### src/rtl/uart_tx_arbiter.sv
// Round-robin arbiter that lets NUM_REQ requesters share one UART transmitter.
// A requester keeps ownership across a multi-byte message until its last byte, a timeout or a drop of req.
module uart_tx_arbiter #(
  parameter int NUM_REQ     = 4,
  parameter int TIMEOUT_CYC = 2000
) (
  input  logic                 clk,
  input  logic                 rst,
  input  logic [NUM_REQ-1:0]   req,
  input  logic [NUM_REQ-1:0]   req_last,
  input  logic [8*NUM_REQ-1:0] req_data,
  output logic [NUM_REQ-1:0]   grant,
  output logic [NUM_REQ-1:0]   ack,
  output logic                 tx_start,
  output logic [7:0]           tx_data,
  input  logic                 tx_busy,
  input  logic                 tx_done,
  output logic                 timeout_err,
  output logic                 busy
);

  localparam int PW = (NUM_REQ > 1) ? $clog2(NUM_REQ) : 1;

  localparam logic [1:0] S_IDLE      = 2'd0;
  localparam logic [1:0] S_LAUNCH    = 2'd1;
  localparam logic [1:0] S_WAIT_DONE = 2'd2;

  localparam logic [15:0] CNT_LAST = 16'(TIMEOUT_CYC - 1);

  logic [1:0]    state;
  logic [PW-1:0] owner;
  logic [PW-1:0] rr_ptr;
  logic          locked;
  logic          last_q;
  logic [15:0]   cnt;

  logic          win_valid;
  logic [PW-1:0] win_idx;
  int            cand;
  logic          sel_valid;
  logic [PW-1:0] sel_idx;
  logic [PW-1:0] owner_next;
  logic          done_hit;
  logic          to_hit;

  // Scan downward so the candidate closest to rr_ptr is the last one written and wins.
  always_comb begin
    win_valid = 1'b0;
    win_idx   = '0;
    cand      = 0;
    for (int i = NUM_REQ - 1; i >= 0; i--) begin
      cand = int'(rr_ptr) + i;
      if (cand >= NUM_REQ) cand = cand - NUM_REQ;
      if (req[cand]) begin
        win_valid = 1'b1;
        win_idx   = PW'(cand);
      end
    end
  end

  always_comb begin
    sel_valid  = locked ? req[owner] : win_valid;
    sel_idx    = locked ? owner : win_idx;
    owner_next = (owner == PW'(NUM_REQ - 1)) ? '0 : owner + 1'b1;
    done_hit   = (state == S_WAIT_DONE) && tx_done;
    to_hit     = (state == S_WAIT_DONE) && !tx_done && (cnt == CNT_LAST);
  end

  // Completion and abort strobes are decoded in the completion cycle itself so grant still names the owner.
  assign ack         = done_hit ? grant : '0;
  assign timeout_err = to_hit;
  assign tx_start    = (state == S_LAUNCH);
  assign busy        = (state != S_IDLE);

  always_ff @(posedge clk) begin
    if (rst) begin
      state   <= S_IDLE;
      owner   <= '0;
      rr_ptr  <= '0;
      locked  <= 1'b0;
      last_q  <= 1'b0;
      cnt     <= '0;
      grant   <= '0;
      tx_data <= 8'h00;
    end else begin
      case (state)
        S_IDLE: begin
          if (locked && !req[owner]) begin
            locked <= 1'b0;
            grant  <= '0;
            rr_ptr <= owner_next;
          end else if (sel_valid && !tx_busy) begin
            state   <= S_LAUNCH;
            owner   <= sel_idx;
            grant   <= NUM_REQ'(1) << sel_idx;
            tx_data <= req_data[8*int'(sel_idx) +: 8];
            last_q  <= req_last[sel_idx];
          end
        end
        S_LAUNCH: begin
          state <= S_WAIT_DONE;
          cnt   <= '0;
        end
        S_WAIT_DONE: begin
          if (done_hit) begin
            state <= S_IDLE;
            if (last_q) begin
              locked <= 1'b0;
              grant  <= '0;
              rr_ptr <= owner_next;
            end else begin
              locked <= 1'b1;
            end
          end else if (to_hit) begin
            state  <= S_IDLE;
            locked <= 1'b0;
            grant  <= '0;
            rr_ptr <= owner_next;
          end else begin
            cnt <= cnt + 16'd1;
          end
        end
        default: state <= S_IDLE;
      endcase
    end
  end

endmodule

### config.mk
export PLATFORM = sky130hd
export DESIGN_NAME = uart_tx_arbiter
export DESIGN_NICKNAME = d
export VERILOG_FILES = /design/src/rtl/uart_tx_arbiter.sv
export SDC_FILE = /design/constraint.sdc
export NUM_CORES = 1
export LEC_CHECK = 0
export ABC_AREA = 1
export CORE_MARGIN = 2
export CORE_UTILIZATION = 44
export DETAILED_ROUTE_END_ITERATION = 8
export PLACE_DENSITY = 0.88
export SYNTH_ARGS = -nofsm -noshare
export SYNTH_HDL_FRONTEND = slang
export SYNTH_SLANG_ARGS = --single-unit
### constraint.sdc
create_clock -name clk -period 1.7 [get_ports clk]
set_input_delay 0.34 -clock clk [delete_from_list [all_inputs] [get_ports clk]]
set_output_delay 0.34 -clock clk [all_outputs]
set_load 0.1 [all_outputs]
== Word level (Yosys, flattened, before mapping) ==
Cells that the tools add are included.

* Bits in registers: 36
* Output and inout bits: 19

* Add/sub/neg operators: 9
* Order comparisons: 10
* Eq/ne operators: 12
* Shifts and indexed selects: 2
* Multiplexer cells: 56
* Bitwise gates (word level): 1
* Reductions and logical operators: 18

{| class="wikitable"
|+ Operators with widths
! kind !! count
|-
| $lt 32x4->1 const B || 4
|-
| $mux 32 || 4
|-
| $mux 16 || 2
|-
| $pmux 16 s2 || 1
|-
| $shiftx 32x6->8 || 1
|-
| $mux 2 || 14
|-
| $mux 4 || 6
|-
| $mux 1 || 19
|-
| $add 16x1->16 const B || 1
|-
| $eq 16x11->1 const B || 1
|-
| $bmux 1 s2 || 6
|-
| $reduce_and 3->1 || 4
|-
| $sub 3x3->4 const B || 3
|-
| $ne 2x2->1 const B || 5
|-
| $ge 3x3->1 const B || 3
|-
| $ne 3x3->1 const B || 3
|-
| $pmux 4 s2 || 1
|-
| $reduce_and 4->1 || 2
|-
| $add 2x2->3 const B || 2
|-
| $lt 2x3->1 const B || 2
|-
| $pmux 2 s3 || 1
|-
| $reduce_bool 2->1 || 3
|-
| $logic_and 1x1->1 || 5
|-
| $eq 2x2->1 const B || 2
|-
| 11 further kinds || 13
|}

== Longest topological paths before layout ==
Gate-level depths: netlist of run 1.

* Depth in word-level cells: 15
* Gate-level depth with buffers: 15
* Depth with buffers taken out: 14

== Least setup slack after synthesis of run 1 ==
Ideal clock, no wire load.

* Path type: reg-to-output
* From: register grant[0]
* To: output port ack[0]
* Arrival: 2330 ps
* Setup slack: -970 ps
* Stages on the path, launching flop included: 3
* Cell sequence: dfxtp_1 inv_1 nor2_1

* Longest elaborated chain between the ends: 1

{| class="wikitable"
|+ RTL lines
! item !! RTL line !! RTL
|-
| start, declared || 12 || <nowiki>output logic [NUM_REQ-1:0] grant,</nowiki>
|-
| start signal, assigned || 95 || <nowiki>grant <= NUM_REQ'(1) << sel_idx;</nowiki>
|-
| $mux 4 || 70 || <nowiki>assign ack = done_hit ? grant : '0;</nowiki>
|-
| end, declared || 13 || <nowiki>output logic [NUM_REQ-1:0] ack,</nowiki>
|}

No other way between the ends.

== Worst setup path after layout of run 1 ==
* From: register rr_ptr[1]
* To: register tx_data[7]

* Longest elaborated chain between the ends: 13
* Elaborated cells on any way between the ends: 40
* Classes of those cells: 7 x add/sub; 4 x order compare; 1 x shift; 26 x mux; 2 x reduce/logical

{| class="wikitable"
|+ RTL lines
! item !! RTL line !! RTL
|-
| start, declared || 32 || <nowiki>logic [PW-1:0] rr_ptr;</nowiki>
|-
| start signal, assigned || 91 || <nowiki>rr_ptr <= owner_next;</nowiki>
|-
| start signal, assigned || 110 || <nowiki>rr_ptr <= owner_next;</nowiki>
|-
| start signal, assigned || 118 || <nowiki>rr_ptr <= owner_next;</nowiki>
|-
| branches (longest 13 deep; another with $sub 3x3->4) || n/a ||
|-
| end signal, assigned || 96 || <nowiki>tx_data <= req_data[8*int'(sel_idx) +: 8];</nowiki>
|-
| end, declared || 15 || <nowiki>output logic [7:0] tx_data,</nowiki>
|}

Parallel ways; which one is timed is not known. The select of a mux whose other input is x is not followed.
A chain may end at the register's enable or synchronous reset.

==> results.json, run 1 <==
{
  "status": "finished with violations",
  "failed_checks": "negative setup slack",
  "tns_ps": -8450,
  "synth_area_leaders": "dfxtp_1, nand2_1, nand3_1",
  "cts_hold_repair.buffers": 0,
  "drive_above_1_share_pct": 58.3,
  "finalMaxSlewViolations": 0,
  "synth.top_cell.area_share_pct": 31.6,
  "cts.sink_count": 36,
  "syn_nets": 416,
  "wl_per_cell_um": 29.7,
  "startpoint_type": "flip-flop",
  "p_leak_nw": 2.03,
  "fin_crit_ps": 2130,
  "path_max_fanout": 5,
  "cts.clk_slew.worst_paths_ps": 100,
  "critPathCaptureType": "flip-flop",
  "pin_count": 63,
  "nets": 557,
  "grt_first_pass_wirelength_um": 18400,
  "synthCells": 367,
  "crit_arrival_ps": 2360,
  "finalWorstSetupSlack_ps": -431,
  "fillers": 95,
  "grtUsageTotal_pct": 40.3,
  "hold_viol": 0,
  "antenna_left": 0,
  "path_class": "reg2reg",
  "wl_met2_um": 7140,
  "finalSetupViolations": 39,
  "p_per_area_nw_per_um2": 1940,
  "diodes": 0,
  "viasPerCell": 7.09,
  "fmax_mhz": 469,
  "numCtsBuffers": 5,
  "synth_top_area_cell": "dfxtp_1",
  "ys_warn_count": 0,
  "core-area_um2": 5040,
  "vias": 4103,
  "min_period_over_period_pct": 125,
  "top_layer_used": "met4",
  "fin_cells": 579,
  "ys_types": 27,
  "yosysSeqAreaShare_pct": 31.6,
  "power.total_mw": 9.46,
  "overflow": 0,
  "grt_pass1_vias": 3670,
  "worstPathRequired_ps": 1930,
  "syn_area_um2": 2280,
  "cap_viol_max_count": 0,
  "clk_latency_ps": 340,
  "cts_buffer_depth": 2,
  "place.gp.congestion": 0.862,
  "initial_core_util_pct": 45.2,
  "dpl.cell_count": 527,
  "hpwl_um": 5470,
  "slew_headroom_pct": 62.5,
  "synth_edf_count": 0,
  "drtPass1Iterations": 9,
  "num_rows": 26,
  "post-place-ws_ps": -505,
  "antenna_found_initial": 0,
  "worst_pin_slew_ps": 561,
  "drtIter0Drc": 713,
  "dr_wl_met3_um": 2400,
  "synthFlopType": "dfxtp_1",
  "port_buffers": 62,
  "cts-root-buf": "clkbuf_8",
  "synthTopCellsByCount": "nand2_1, nand3_1, inv_1",
  "rsz0062_at_grt": "yes",
  "met1Wirelength_um": 5060,
  "ys_async_sr_fraction_pct": 0,
  "htreeDepth": 2,
  "die-width_um": 75.9,
  "synth.most_common_cell": "nand2_1",
  "wirelength_um": 17200,
  "syn_area_per_cell_um2": 6.20,
  "grt_start_max_net_pins": 20,
  "die_height_um": 75.9,
  "min_path_type": "reg2reg",
  "dieArea_um2": 5770,
  "synthToLayoutAreaGrowth_pct": 114,
  "irDropWorstVdd_uv": 1520,
  "fin_skew_ps": 22.6,
  "cts_tree": "built",
  "drc": 0,
  "synth-seq-cells": 36
}
[cell type report]
cell class,instances,area (um^2),share of cell area (%)
clock buffers,8,90.1,1.85
inverters,48,210,4.31
multi-input cells,273,2150,44.2
flip-flops and latches,36,754,15.5
well taps,70,87.6,1.80
repair buffers,144,1580,32.4
[state kept, by name, summed over array words and instances (netlist names)]
register	count
cnt	16
grant	4
last_q	1
locked	1
owner	2
rr_ptr	2
state	2
tx_data	8
[final timing paths]
| path | depth (start not counted) | slack, ps | from | endpoint |
|---|---|---|---|---|
| min reg2reg | 1 | 510 | cnt[12] | cnt[12] |
| min | 1 | 510 | cnt[12] | cnt[12] |
| max reg2reg | 15 | -430 | rr_ptr[1] | tx_data[7] |
| max | 15 | -430 | rr_ptr[1] | tx_data[7] |
[worst max-delay path: stages, from the launching register on]
cell and delay (ps):
dfxtp_2 380, inv_2 80, nand2_1 90, nand2_2 140, inv_2 80, nand2_2 100
nand3_2 110, nand2_2 80, nand2_2 90, nand2_4 170, buf_8 160, nand2_8 80
nand2_2 150, nand3_2 150, nand2_2 110, a21oi_1 60
[layout by cell type, fill, tap and decap left out, types with 10 or more instances in the layout]
cell type / instances
o21ai_0: 14
buf_12: 21
buf_4: 60
nand3_2: 37
nand3_1: 10
clkdlybuf4s50_1: 38
inv_2: 14
a21oi_1: 26
nand2_1: 45
dfxtp_2: 18
nand3_4: 11
inv_1: 26
a21oi_2: 10
nand2_2: 37
buf_6: 14
nor2_4: 14
dfxtp_1: 15
nand2_4: 11
[logic make-up (layout without fill, tap and decap cells)]
kind of cell,after synthesis,after routing,share of synthesized area (%)
DFF,36,36,31.6
AOI/OAI and AO/OA,65,65,14.8
adders and majority gates,5,5,2.75
and+or+nand+nor,198,201,38.9
buffers and inverters,61,200,11.2
xor gates and xnor gates,2,2,0.769
[routing by layer]
metal  vias up  track usage, %
met5         -               0
met4         0            32.2
met3       277            10.6
met2       535            67.0
met1      1800            43.3
li1       1491               -
[report_power, final]
part / internal [mW] / total [mW] / switching [mW]
registers: 1.07 / 1.43 / 0.352
clock network: 0.332 / 0.725 / 0.392
logic: 2.76 / 7.31 / 4.54
[through the flow]
step	cell area, um^2	utilization, %	hold slack (ps)
3_3_place_gp	3510	69.6	461
4_1_cts	4220	83.7	460
2_1_floorplan	2370	-	444
5_1_grt	4880	96.7	513
3_5_place_dp	3510	69.6	468
6_report	4880	96.7	512
[timing repair]
item | 4_1_cts | 5_1_grt
buffers inserted | 17 | 20
cloned | 7 | 0
gates resized for setup | 109 | 141
setup endpoints to repair | 22 | 40
pin swaps | 54 | 42
Note: power is estimated with default switching activity, not from simulation.
==> inputs of run 2 (changes only) <==
--- a/config.mk
+++ b/config.mk
@@ -6,6 +6,7 @@
 export NUM_CORES = 1
 export LEC_CHECK = 0
 export ABC_AREA = 1
+export CORE_ASPECT_RATIO = 1.75
 export CORE_MARGIN = 2
 export CORE_UTILIZATION = 44
 export DETAILED_ROUTE_END_ITERATION = 8
==> run 2 against run 1 <==
  * The flow still finishes with violations (negative setup slack)
  * Highest routed layer unchanged
  * Critical endpoint is now grant[0]
  * Die area is 0.39% higher
  * Hold slack got worse by 34 ps
  * Cell area decreased by 4.8%
  * First-iteration DRC count is 29% lower
  * Cell count fell by 5.0%
  * Largest power group unchanged
  * Sequential power barely moved
  * Sequential share of layout area increased by 0.86 points
  * Critical path depth decreased by 3
  * Largest cell class unchanged
  * Clock skew is 14 ps lower
==> results.json, run 2 (same netlist as run 1, synthesis figures left out) <==
{
  "drtIter0Drc": 509,
  "critPathCaptureType": "flip-flop",
  "grtUsageTotal_pct": 36.3,
  "path_max_fanout": 8,
  "cts_buffer_depth": 2,
  "failed_checks": "negative setup slack",
  "vias": 3751,
  "p_seq_share_pct": 15.4,
  "critPathLaunch": "rr_ptr[0]",
  "drc": 0,
  "r2r_end": "grant[0]",
  "grt_start_max_net_pins": 20,
  "finalWorstSetupSlack_ps": -461,
  "top_register": "cnt",
  "p_sw_mw": 4.98,
  "overflow": 0,
  "power.total_mw": 9.22,
  "cts_tree": "built",
  "r2r_slack_ps": -460,
  "cts_hold_repair.buffers": 0,
  "die-width_um": 58.4,
  "nets": 543,
  "antenna_found_initial": 0,
  "combPwrFrac_pct": 74.9,
  "htreeDepth": 2,
  "swShare_pct": 54.0,
  "drtPass1Iterations": 6,
  "numCtsBuffers": 5,
  "cts.clk_slew.worst_paths_ps": 90,
  "grt_first_pass_wirelength_um": 16100,
  "num_rows": 34,
  "worstSetupEndpoint": "grant[0]",
  "pin_count": 63,
  "worst_pin_slew_ps": 563,
  "finalMaxSlewViolations": 0,
  "ff2ff_path_depth": 12,
  "startpoint_type": "flip-flop",
  "wirelength_um": 14700,
  "p_int_mw": 4.24,
  "fillers": 161,
  "p_per_area_nw_per_um2": 1990,
  "clk_latency_ps": 320,
  "final_cell_mix": "nand2_1, buf_4, clkdlybuf4s50_1, nand3_1, inv_1",
  "grt_pass1_vias": 3372,
  "wl_per_cell_um": 26.8,
  "cts-root-buf": "clkbuf_8",
  "worstPathRequired_ps": 1910,
  "viasPerCell": 6.82,
  "hold_depth": 1,
  "largest_reg_flops": 16,
  "port_buffers": 62,
  "fin_crit_ps": 2160,
  "p_leak_nw": 1.91,
  "hpwl_um": 5350,
  "hold_viol": 0,
  "status": "finished with violations",
  "final_common_cell": "nand2_1",
  "die_height_um": 99.2,
  "synthToLayoutAreaGrowth_pct": 104,
  "clkPwrFrac_pct": 9.7,
  "fmax_mhz": 463,
  "min_period_over_period_pct": 127,
  "slew_headroom_pct": 62.4,
  "initial_core_util_pct": 45.8,
  "antenna_left": 0,
  "min_path_type": "reg2reg",
  "cap_viol_max_count": 0,
  "place.gp.congestion": 0.983,
  "drive_above_1_share_pct": 51.5,
  "crit_arrival_ps": 2370,
  "rsz0062_at_grt": "yes",
  "cts.sink_count": 36,
  "core-area_um2": 4980,
  "post-place-ws_ps": -560,
  "r2r-start": "rr_ptr[0]",
  "dieArea_um2": 5790,
  "fin_skew_ps": 8.52,
  "top_regs": "cnt (16), tx_data (8), grant (4)",
  "path_class": "reg2reg",
  "irDropWorstVdd_uv": 2170,
  "finalSetupViolations": 39
}
[run 2: cell types whose count changed in the layout (fill, tap and decap cells not counted), moves of 4 or more]
cell     previous run  this run
nand3_4            11         7
nand3_2            37        20
nand3_1            10        31
nand2_1            45        56
buf_4              60        45
a21oi_1            26        22
nor2_1              6        10
nand2_2            37        23
[run 2: how the worst min path moves through the flow]
stage | start | to | slack [ps]
after floorplan | cnt[4] | cnt[4] | 440
after global placement | cnt[4] | cnt[4] | 460
after detailed placement | cnt[4] | cnt[4] | 480
after CTS | cnt[10] | cnt[10] | 480
after global routing | cnt[3] | cnt[3] | 480
final | cnt[3] | cnt[3] | 480
[run 2: routing by layer]
layer	global-route usage [%]	vias to the layer above	part of all wire [%]
li1	-	1470	-
met1	36.3	1698	32
met2	65.9	415	47
met3	6.11	168	10
met4	23.3	0	11
met5	0	-	0
[run 2: power groups by stage]
stage	clock network, mW	registers (mW)	logic [mW]
2_1_floorplan	0	2.09	1.95
3_5_place_dp	0	1.30	4.25
5_1_grt	0.917	1.42	7.01
3_3_place_gp	0	1.29	4.16
6_report	0.894	1.42	6.91
4_1_cts	0.844	1.32	4.95
[run 2: area by class of cell]
class / instances / area, um^2 / area share (%)
Multi-Input combinational cell: 273 / 2010 / 43.3
Antenna cell: 1 / 2.50 / 0.0539
Clock buffer: 7 / 96.3 / 2.07
Tap cell: 54 / 67.6 / 1.46
Clock inverter: 1 / 30.0 / 0.647
Timing Repair Buffer: 130 / 1460 / 31.4
Inverter: 48 / 218 / 4.69
Sequential cell: 36 / 758 / 16.3
[run 2: repair_timing]
item | 4_1_cts | 5_1_grt
pin swaps | 34 | 50
resized for setup | 88 | 134
cloned | 4 | 1
buffers inserted | 13 | 20
setup endpoints to repair | 26 | 38
[run 2: through the flow]
stage | instances | TNS [ps] | util, % | hold slack (ps) | area (um^2)
floorplan | 367 | -358 | - | 444 | 2370
finish | 550 | -7900 | 93.3 | 479 | 4640
detailed placement | 505 | -10900 | 69.5 | 476 | 3460
global route | 549 | -9620 | 93.2 | 485 | 4640
global placement | 505 | -8220 | 69.5 | 462 | 3460
CTS | 530 | -639 | 80.3 | 484 | 4000
[run 2: worst max-delay path: stages, from the launching register on]
cell	delay, ps
dfxtp_4	470
nand2_1	110
o21ai_2	150
nor2_2	100
nand3_2	80
nand2_1	80
nor2_2	200
nand2_2	110
nand2_2	80
nand2_2	70
nor2_4	190
nand3_1	150
a21oi_1	260
==> inputs of run 3 (changes only) <==
--- a/config.mk
+++ b/config.mk
@@ -9,8 +9,10 @@
 export CORE_ASPECT_RATIO = 1.75
 export CORE_MARGIN = 2
 export CORE_UTILIZATION = 44
+export CTS_CLUSTER_DIAMETER = 40
+export CTS_CLUSTER_SIZE = 24
 export DETAILED_ROUTE_END_ITERATION = 8
-export PLACE_DENSITY = 0.88
+export PLACE_DENSITY = 0.77
 export SYNTH_ARGS = -nofsm -noshare
 export SYNTH_HDL_FRONTEND = slang
 export SYNTH_SLANG_ARGS = --single-unit
==> run 3 against run 2 <==
  * The run still ends with negative setup slack left
  * Clock skew up 1.6 ps
  * Die area unchanged
  * Count of clock-buffer cells in the layout down 2
  * Critical path depth unchanged
  * Routed wire length down 24%
  * Sequential cell count unchanged
  * Global-route usage down 4.6 points
==> results.json, run 3 (same netlist as run 1, synthesis figures left out) <==
{
  "status": "finished with violations",
  "failed_checks": "negative setup slack",
  "crit_arrival_ps": 2350,
  "fmax_mhz": 462,
  "grt_first_pass_wirelength_um": 14400,
  "slowest_stage": "dfxtp_4",
  "clk_latency_ps": 300,
  "diodes": 0,
  "largest_reg_flops": 16,
  "vias": 3350,
  "cts_buffer_depth": 2,
  "worstPathCellList": "nand2_1, o21ai_2, nor2_2, nand3_1, nand2_1, nor2_2, nand2_1, nand2_1, nand2_2, nor2_4, nand3_2, a21oi_2",
  "p_leak_nw": 1.86,
  "pin_count": 63,
  "viasPerCell": 6.18,
  "overflow": 0,
  "antenna_found_initial": 0,
  "grtUsageTotal_pct": 31.7,
  "critPathCaptureType": "flip-flop",
  "cap_viol_max_count": 0,
  "place_area_um2": 3480,
  "hpwl_um": 5520,
  "drc": 0,
  "core-area_um2": 4980,
  "antenna_left": 0,
  "fin_crit_ps": 2170,
  "p_per_area_nw_per_um2": 1890,
  "worst_pin_slew_ps": 485,
  "grt_start_max_net_pins": 20,
  "finalWorstSetupSlack_ps": -467,
  "finalSetupViolations": 26,
  "cp_slowest_stage_delay_ps": 460,
  "p_seq_share_pct": 16.1,
  "r2r_slack_ps": -470,
  "min_path_type": "reg2reg",
  "die_height_um": 99.2,
  "cts_hold_repair.buffers": 0,
  "cts-root-buf": "clkbuf_8",
  "numCtsBuffers": 5,
  "port_buffers": 62,
  "final_common_cell": "buf_4",
  "cpMostUsedCell": "nand2_1",
  "cts.sink_count": 36,
  "cts.clk_slew.worst_paths_ps": 80,
  "path_max_fanout": 8,
  "p_sw_mw": 4.49,
  "drtIter0Drc": 229,
  "htreeDepth": 2,
  "dpl.cell_count": 510,
  "nets": 536,
  "fin_cells": 542,
  "clkPwrFrac_pct": 9.5,
  "slew_headroom_pct": 67.6,
  "num_rows": 34,
  "drtPass1Iterations": 5,
  "fin_skew_ps": 10.1,
  "wl_per_cell_um": 20.7,
  "synthToLayoutAreaGrowth_pct": 95.6,
  "post-place-ws_ps": -501,
  "critPathTopFamily": "simple AND/OR/NAND/NOR gates",
  "irDropWorstVdd_uv": 2080,
  "top_regs": "cnt (16), tx_data (8), grant (4)",
  "p_int_mw": 3.91,
  "top_register": "cnt",
  "drive_above_1_share_pct": 50.0,
  "combPwrFrac_pct": 74.4,
  "wirelength_um": 11200,
  "startpoint_type": "flip-flop",
  "min_period_over_period_pct": 127,
  "swShare_pct": 53.5,
  "die-width_um": 58.4,
  "initial_core_util_pct": 45.8,
  "final_cell_mix": "buf_4, nand2_1, clkdlybuf4s50_1, nand2_2, inv_1",
  "fin_util_pct": 89.5,
  "rsz0062_at_grt": "yes",
  "stdcell_area_um2": 4450,
  "dieArea_um2": 5790,
  "finalMaxSlewViolations": 0,
  "place.gp.congestion": 0.992,
  "timing.critical_path.buf_inv": 0,
  "cts_tree": "built",
  "worstPathRequired_ps": 1880,
  "hold_viol": 0,
  "path_class": "reg2reg",
  "power.total_mw": 8.40,
  "grt_pass1_vias": 3316
}
[run 3: worst reg2reg max path, cell delays in order (launching register included)]
cell and delay (ps):
dfxtp_4 460, nand2_1 120, o21ai_2 130, nor2_2 80, nand3_1 120, nand2_1 90
nor2_2 150, nand2_1 90, nand2_1 100, nand2_2 100, nor2_4 210, nand3_2 110
a21oi_2 290
[run 3: power by group through the flow]
stage	Sequential, mW	Combinational (mW)	Clock, mW
floorplan	2.09	1.95	0
global placement	1.31	4.16	0
detailed placement	1.31	4.23	0
CTS	1.31	5.06	0.776
global route	1.36	6.47	0.826
finish	1.35	6.25	0.797
[run 3: repair_timing]
action,4_1_cts,5_1_grt
pin swaps,33,35
endpoints found under the setup margin,27,33
buffers inserted,10,9
gates cloned,4,1
resized for setup,90,91
[run 3: metal layers]
layer	part of all wire [%]	up-vias	track usage [%]
met5	0	-	0
met4	7.0	0	19.1
met3	5.9	70	4.55
met2	54	227	61.4
met1	33	1601	29.2
li1	-	1452	-
[run 3: final cells by class]
type / count / area (um^2)
tap: 54 / 67.6
clock inverter: 3 / 42.5
fill: 197 / 523
clock buffer: 5 / 68.8
multi-input combinational: 273 / 1960
sequential: 36 / 744
inverter: 48 / 198
timing repair buffer: 123 / 1370
[run 3: path summary, 6_finish.rpt]
path,startpoint,end,cells after the start
setup / recovery,rr_ptr[0],grant[1],12
hold / removal,cnt[4],cnt[4],2
setup reg to reg,rr_ptr[0],grant[1],12
hold reg to reg,cnt[4],cnt[4],2
[run 3: metrics by stage]
stage | setup TNS, ps | hold WS (ps)
global placement | -8620 | 456
floorplan | -358 | 444
CTS | -798 | 487
detailed placement | -9800 | 473
global route | -6330 | 507
finish | -3900 | 493
==> RTL change 1: new RTL, config.mk and constraints of run 3 <==
Change the parameter `NUM_REQ` from 4 to 2.
--- a/src/rtl/uart_tx_arbiter.sv
+++ b/src/rtl/uart_tx_arbiter.sv
@@ -2,5 +2,5 @@
 // A requester keeps ownership across a multi-byte message until its last byte, a timeout or a drop of req.
 module uart_tx_arbiter #(
-  parameter int NUM_REQ     = 4,
+  parameter int NUM_REQ     = 2,
   parameter int TIMEOUT_CYC = 2000
 ) (
Ports: changed (5 resized); port bits go from 63 to 39. No check against the original RTL was run, so the function may have changed too.
==> RTL change 1 against run 3 <==
- the flow still finishes with violations (setup timing)
- sequential cell count down 4
- maximum frequency up 16%
- area after synthesis down 16%
- worst hold slack better by 5.9 ps
- non-clock buffer count down 58
- critical path depth down 8
- cell area down 36%
- global-route usage down 6.1 points
- setup slack better by 310 ps
- routed wire length down 52%
- largest cell class unchanged
Power is not compared: it rests on default switching activity, and its combinational part moved more than twofold at a synthesized area within 25%.
==> RTL change 1: results (changes against run 3) <==
The share of final-layout standard cells stronger than drive strength 1 is 21.9% (was 50.0%). The total routing usage reported by global routing came out at 25.6% (was 31.7%). The cell leakage power is 1.12 nW.

The number of detailed-route iterations in the first pass is 4 (was 5). The layout overhead on the synthesized area is 49.1% (was 95.6%). Registers with the most flip-flops: cnt x16, tx_data x8 (was cnt x16, tx_data x8, grant x4). The overall routed net length is 5430 µm (was 11200 µm). The terminus of the critical flop-to-flop path is grant[0]$_SDFFE_PP0P_ (was grant[1]$_SDFFE_PP0P_). The largest clock skew in the final design came out at 6.65 ps (was 10.1 ps). The largest driver fanout on the critical path is 6 (was 8).

The placer congestion estimate is 0.883 (was 0.992). The number of failing setup endpoints in the final timing report was 4 (was 26). The area share of fa/ha/maj cells after synthesis is 3.28% (was 2.75%). The net total in the final layout came to 394 (was 536).

The critical path arrival came out at 1520 ps (was 2350 ps). The number of distinct library cell variants in the gate-level netlist after synthesis came out at 24 (was 27). The startpoint of the worst setup timing path is cnt[4]$_SDFFE_PP0P_ (was rr_ptr[0]$_SDFFE_PP0P_). The number of instances in the placed design was 399 (was 510). The area fraction in compound gates after synthesis is 13.8% (was 14.8%). The summed negative setup slack over all endpoints was -417 ps (was -3900 ps). Violated checks: setup timing (unchanged). List of most frequent post-synthesis cells: 97 x sky130_fd_sc_hd__nand2_1, 50 x sky130_fd_sc_hd__nor2_1, 32 x sky130_fd_sc_hd__dfxtp_1 (was 91 x sky130_fd_sc_hd__nand2_1, 56 x sky130_fd_sc_hd__nand3_1, 46 x sky130_fd_sc_hd__inv_1).

The actual transition at the worst max-transition pin came to 399 ps (was 485 ps). The count of buffers from port buffering came out at 38 (was 62). The starting DRC count in detailed routing was 48 (was 229).

The average cell area after synthesis came out at 6.30 µm² (was 6.20 µm²). The via count of the first global-routing pass came to 2267 (was 3316). The startpoint of the lowest-slack register-to-register path is state[0]$_SDFFE_PP0P_ (was rr_ptr[0]$_SDFFE_PP0P_). The register area share after synthesis came out at 33.6% (was 31.6%). The reg-to-reg setup timing slack came out at 60 ps (was -470 ps). The buffers inserted during post-CTS setup optimization is 7 (was 10). Top area cells in the synthesized netlist: sky130_fd_sc_hd__dfxtp_1 34%, sky130_fd_sc_hd__nand2_1 19%, sky130_fd_sc_hd__nor2_1 9.8% (was sky130_fd_sc_hd__dfxtp_1 32%, sky130_fd_sc_hd__nand2_1 15%, sky130_fd_sc_hd__nand3_1 12%). The synthesized net count came to 332 (was 416). The final worst-path setup slack came out at -161 ps (was -467 ps). The wire length of the first global-routing pass is 9400 µm (was 14400 µm). The xor and xnor area share after synthesis came out at 2.75% (was 0.769%).

The pre-CTS setup slack came out at -191 ps (was -501 ps). Result of the run: complete, but fails checks (unchanged). The post-DP HPWL is 4000 µm (was 5520 µm).

The layout filler cell count was 327 (was 197). The number of cells upsized or downsized after cts is 5 (was 90). The end point of the critical path was timeout_err (was grant[1]$_SDFFE_PP0P_). The maximum number of pins on one net before global-route repair came to 18 (was 20).

The routed length per placed instance was 13.1 µm (was 20.7 µm). The total cell area at the placement stage came out at 2680 µm² (was 3480 µm²).
RTL change 1: how the worst min path moves through the flow:
stage | from | endpoint | slack, ps | cells past startpoint
floorplan | state[0]$_SDFFE_PP0P_ | state[0]$_SDFFE_PP0P_ | 470 | 2
global placement | grant[0]$_SDFFE_PP0P_ | grant[0]$_SDFFE_PP0P_ | 480 | 2
detailed placement | grant[1]$_SDFFE_PP0P_ | grant[1]$_SDFFE_PP0P_ | 490 | 2
CTS | grant[0]$_SDFFE_PP0P_ | grant[0]$_SDFFE_PP0P_ | 500 | 2
global route | grant[1]$_SDFFE_PP0P_ | grant[1]$_SDFFE_PP0P_ | 530 | 2
finish | grant[1]$_SDFFE_PP0P_ | grant[1]$_SDFFE_PP0P_ | 500 | 2
RTL change 1: layout make-up:
class                   instances  share of cell area (%)
clock buffers                   6                    2.55
clock inverters                 1                   0.176
inverters                      27                    3.87
multi-input cells             234                    42.7
flip-flops and latches         32                    22.8
well taps                      49                    2.15
repair buffers                 65                    25.7
RTL change 1: power breakdown:
part | switching (mW) | internal, mW | leakage, nW | total [mW]
clock network | 0.280 | 0.278 | 0.0410 | 0.558
logic | 1.50 | 0.830 | 0.811 | 2.33
registers | 0.120 | 0.885 | 0.263 | 1.01
total | 1.90 | 1.99 | 1.12 | 3.90
RTL change 1: layer usage:
metal | vias up | wire length (µm) | GRT usage (%)
li1 | 1092 | - | -
met1 | 995 | 1820 | 22.5
met2 | 71 | 3180 | 47.9
met3 | 18 | 252 | 5.59
met4 | 0 | 175 | 15.4
met5 | - | 0 | 0
RTL change 1: worst max-delay path, stage by stage, from the launching register on:
cell and delay (ps):
sky130_fd_sc_hd__dfxtp_1 380, sky130_fd_sc_hd__nor2_2 180, sky130_fd_sc_hd__nand3_1 160, sky130_fd_sc_hd__nor4_4 290, sky130_fd_sc_hd__buf_12 210
==> RTL change 2: new RTL, config.mk and constraints of run 3 <==
Made on the original files. Make the reset (`rst`) asynchronous in one clocked block.
--- a/src/rtl/uart_tx_arbiter.sv
+++ b/src/rtl/uart_tx_arbiter.sv
@@ -73,5 +73,5 @@
   assign busy        = (state != S_IDLE);
 
-  always_ff @(posedge clk) begin
+  always_ff @(posedge clk or posedge rst) begin
     if (rst) begin
       state   <= S_IDLE;
Formal check against the unedited RTL: differs if rst is asserted again (counterexample within 4 cycles, from zero or initial values and one cycle with rst high); with rst held inactive, the same outputs for 10 cycles.
==> RTL change 2 against run 3 <==
- the run still ends with setup timing left
- count of clock-buffer cells in the layout increased by 3
- critical path depth grew 3
- core utilization fell by 1.9 points
- cell area grew 21%
- maximum frequency about the same
- setup slack got worse by 1.6 ps
- clock power fell by 11%
- non-clock buffer count grew 41
- routed wire length rose by 15%
- sequential power rose by 4%
- via count grew 10%
- sequential cell count is the same
- area after synthesis rose by 21%
- total power is 38% higher
- largest power group unchanged
- highest routed layer unchanged
==> RTL change 2: results (changes against run 3) <==
Result of the run: complete, but fails checks (unchanged). Violated checks: setup timing (unchanged). The cell leakage power is 2.50 nW (was 1.86 nW). The placer congestion estimate is 0.936 (was 0.992). The total routing usage reported by global routing came out at 30.9% (was 31.7%). The pre-CTS setup slack came to -551 ps (was -501 ps). The type of the worst setup path was reg -> reg (unchanged). The via count of the first global-routing pass is 3655 (was 3316). The post-DP HPWL was 6620 µm (was 5520 µm).

The largest driver fanout on the critical path is 12 (was 8). The net total in the final layout is 607 (was 536). The actual transition at the worst max-transition pin came to 388 ps (was 485 ps). The number of cells upsized or downsized after cts came to 97 (was 90). The CTS clock-pin slew for the worst setup and hold paths is 90 ps. The gate count after technology mapping is 400 (was 367). The count of cells along the worst register-to-register path is 15 (was 12). The initial antenna violation count is 0 (unchanged). The largest clock skew in the final design came out at 15.9 ps (was 10.1 ps). The synthesized net count was 449 (was 416). The final worst-path setup slack is -468 ps (was -467 ps). Registers with the most flip-flops: cnt x16, tx_data x8, grant x4 (unchanged). The maximum number of pins on one net before global-route repair is 33 (was 20). The primary flip-flop cell chosen by synthesis mapping is sky130_fd_sc_hd__dfrtp_1 (was sky130_fd_sc_hd__dfxtp_1). The terminus of the critical flop-to-flop path was last_q$_DFFE_PP0P_ (was grant[1]$_SDFFE_PP0P_). The share of final-layout standard cells stronger than drive strength 1 was 50.8% (was 50.0%). The worst hold-check slack is 278 ps (was 493 ps). The number of detailed-route iterations in the first pass is 5 (unchanged). The wire length of the first global-routing pass came to 16600 µm (was 14400 µm). The final standard cell count with taps included and fillers excluded was 639 (was 542). The buffers inserted during post-CTS setup optimization is 24 (was 10). The detail-routed via count per cell came out at 5.79 (was 6.18). The clock buffer count from CTS was 5 (unchanged). The register area share after synthesis was 32.6% (was 31.6%). The worst supply voltage drop on vdd came out at 0.00183 V (was 0.00208 V). Top area cells in the synthesized netlist: sky130_fd_sc_hd__dfrtp_1 33%, sky130_fd_sc_hd__nand2_1 11%, sky130_fd_sc_hd__nor2_1 8.1% (was sky130_fd_sc_hd__dfxtp_1 32%, sky130_fd_sc_hd__nand2_1 15%, sky130_fd_sc_hd__nand3_1 12%). The number of failing setup endpoints in the final timing report is 43 (was 26).

The latest clock arrival within the worst-skew pair is 300 ps (about the same). The startpoint of the lowest-slack register-to-register path is rr_ptr[0]$_DFFE_PP0P_ (was rr_ptr[0]$_SDFFE_PP0P_). The starting DRC count in detailed routing is 367 (was 229). The fraction of registers with async set or reset after synthesis came out at 100% (was 0%). The count of buffers from port buffering came out at 62 (unchanged).

The routed length per placed instance is 20.2 µm (was 20.7 µm). List of most frequent post-synthesis cells: 84 x sky130_fd_sc_hd__nand2_1, 60 x sky130_fd_sc_hd__nor2_1, 49 x sky130_fd_sc_hd__inv_1 (was 91 x sky130_fd_sc_hd__nand2_1, 56 x sky130_fd_sc_hd__nand3_1, 46 x sky130_fd_sc_hd__inv_1). The number of distinct library cell variants in the gate-level netlist after synthesis is 37 (was 27). The buffer depth of the longest clock path was 2 (unchanged). The count of warnings emitted by yosys is 0 (unchanged).

The worst min-delay path category is in -> async (was reg -> reg). The number of instances in the placed design came to 588 (was 510).
## RTL change 2: through the flow
| stage | power, mW | TNS [ps] | cell area, µm² |
|---|---|---|---|
| 2_1_floorplan | 5.60 | -3680 | 2910 |
| 3_3_place_gp | 7.49 | -11740 | 4210 |
| 3_5_place_dp | 7.61 | -12800 | 4210 |
| 4_1_cts | 10.1 | -5560 | 4980 |
| 5_1_grt | 12.1 | -15800 | 5370 |
| 6_report | 11.6 | -11510 | 5370 |
## RTL change 2: worst max path at each step
stage / end / slack [ps]
3_5_place_dp: tx_data[1]$_DFFE_PP0P_ / -550
3_3_place_gp: tx_data[1]$_DFFE_PP0P_ / -490
2_1_floorplan: timeout_err / -510
4_1_cts: timeout_err / -290
6_report: last_q$_DFFE_PP0P_ / -470
5_1_grt: last_q$_DFFE_PP0P_ / -570
## RTL change 2: critical path: stages (launching register included)
cell	delay (ps)
sky130_fd_sc_hd__dfrtp_2	470
sky130_fd_sc_hd__clkinv_4	130
sky130_fd_sc_hd__nand2_2	100
sky130_fd_sc_hd__nand2_2	60
sky130_fd_sc_hd__buf_4	130
sky130_fd_sc_hd__nor2_2	90
sky130_fd_sc_hd__nand3_1	100
sky130_fd_sc_hd__nand3_2	80
sky130_fd_sc_hd__nand2_1	60
sky130_fd_sc_hd__nand2_2	70
sky130_fd_sc_hd__nand2_4	100
sky130_fd_sc_hd__clkbuf_16	190
sky130_fd_sc_hd__a21oi_1	160
sky130_fd_sc_hd__nor2_1	80
sky130_fd_sc_hd__nor2_1	150
sky130_fd_sc_hd__nor2_1	60
## RTL change 2: cell type report
type                    count  area (µm²)
clock buffers               8         100
flip-flops and latches     36         910
multi-input cells         293        2140
repair buffers            164        1880
inverters                  58         244
fillers                   266         759
well taps                  80         100
## RTL change 2: cells by family (layout without fill, tap and decap cells)
group | count (synthesis) | after routing | synth area share (%)
AND/OR/NAND/NOR | 238 | 239 | 41.1
buffers and inverters | 72 | 230 | 12.2
AO/OA/AOI/OAI | 41 | 41 | 9.28
flip-flops | 36 | 36 | 32.6
XOR/XNOR | 7 | 7 | 2.22
adder cells (fa/ha/maj) | 5 | 5 | 2.26
multiplexers | 1 | 1 | 0.362
## RTL change 2: report_power, final
group | switching, mW | internal [mW] | leakage (nW) | total [mW]
combinational | 5.45 | 4.06 | 1.99 | 9.51
clock | 0.338 | 0.371 | 0.0515 | 0.709
sequential | 0.282 | 1.12 | 0.453 | 1.40
total | 6.07 | 5.55 | 2.50 | 11.6
## RTL change 2: layer usage
metal  up-vias  GRT usage [%]  part of all wire, %
met3        87           3.92                  5.3
met2       255           60.4                   56
met1      1745           27.1                   31
met5         -              0                    0
met4         0           25.2                  7.6
li1       1612              -                    -
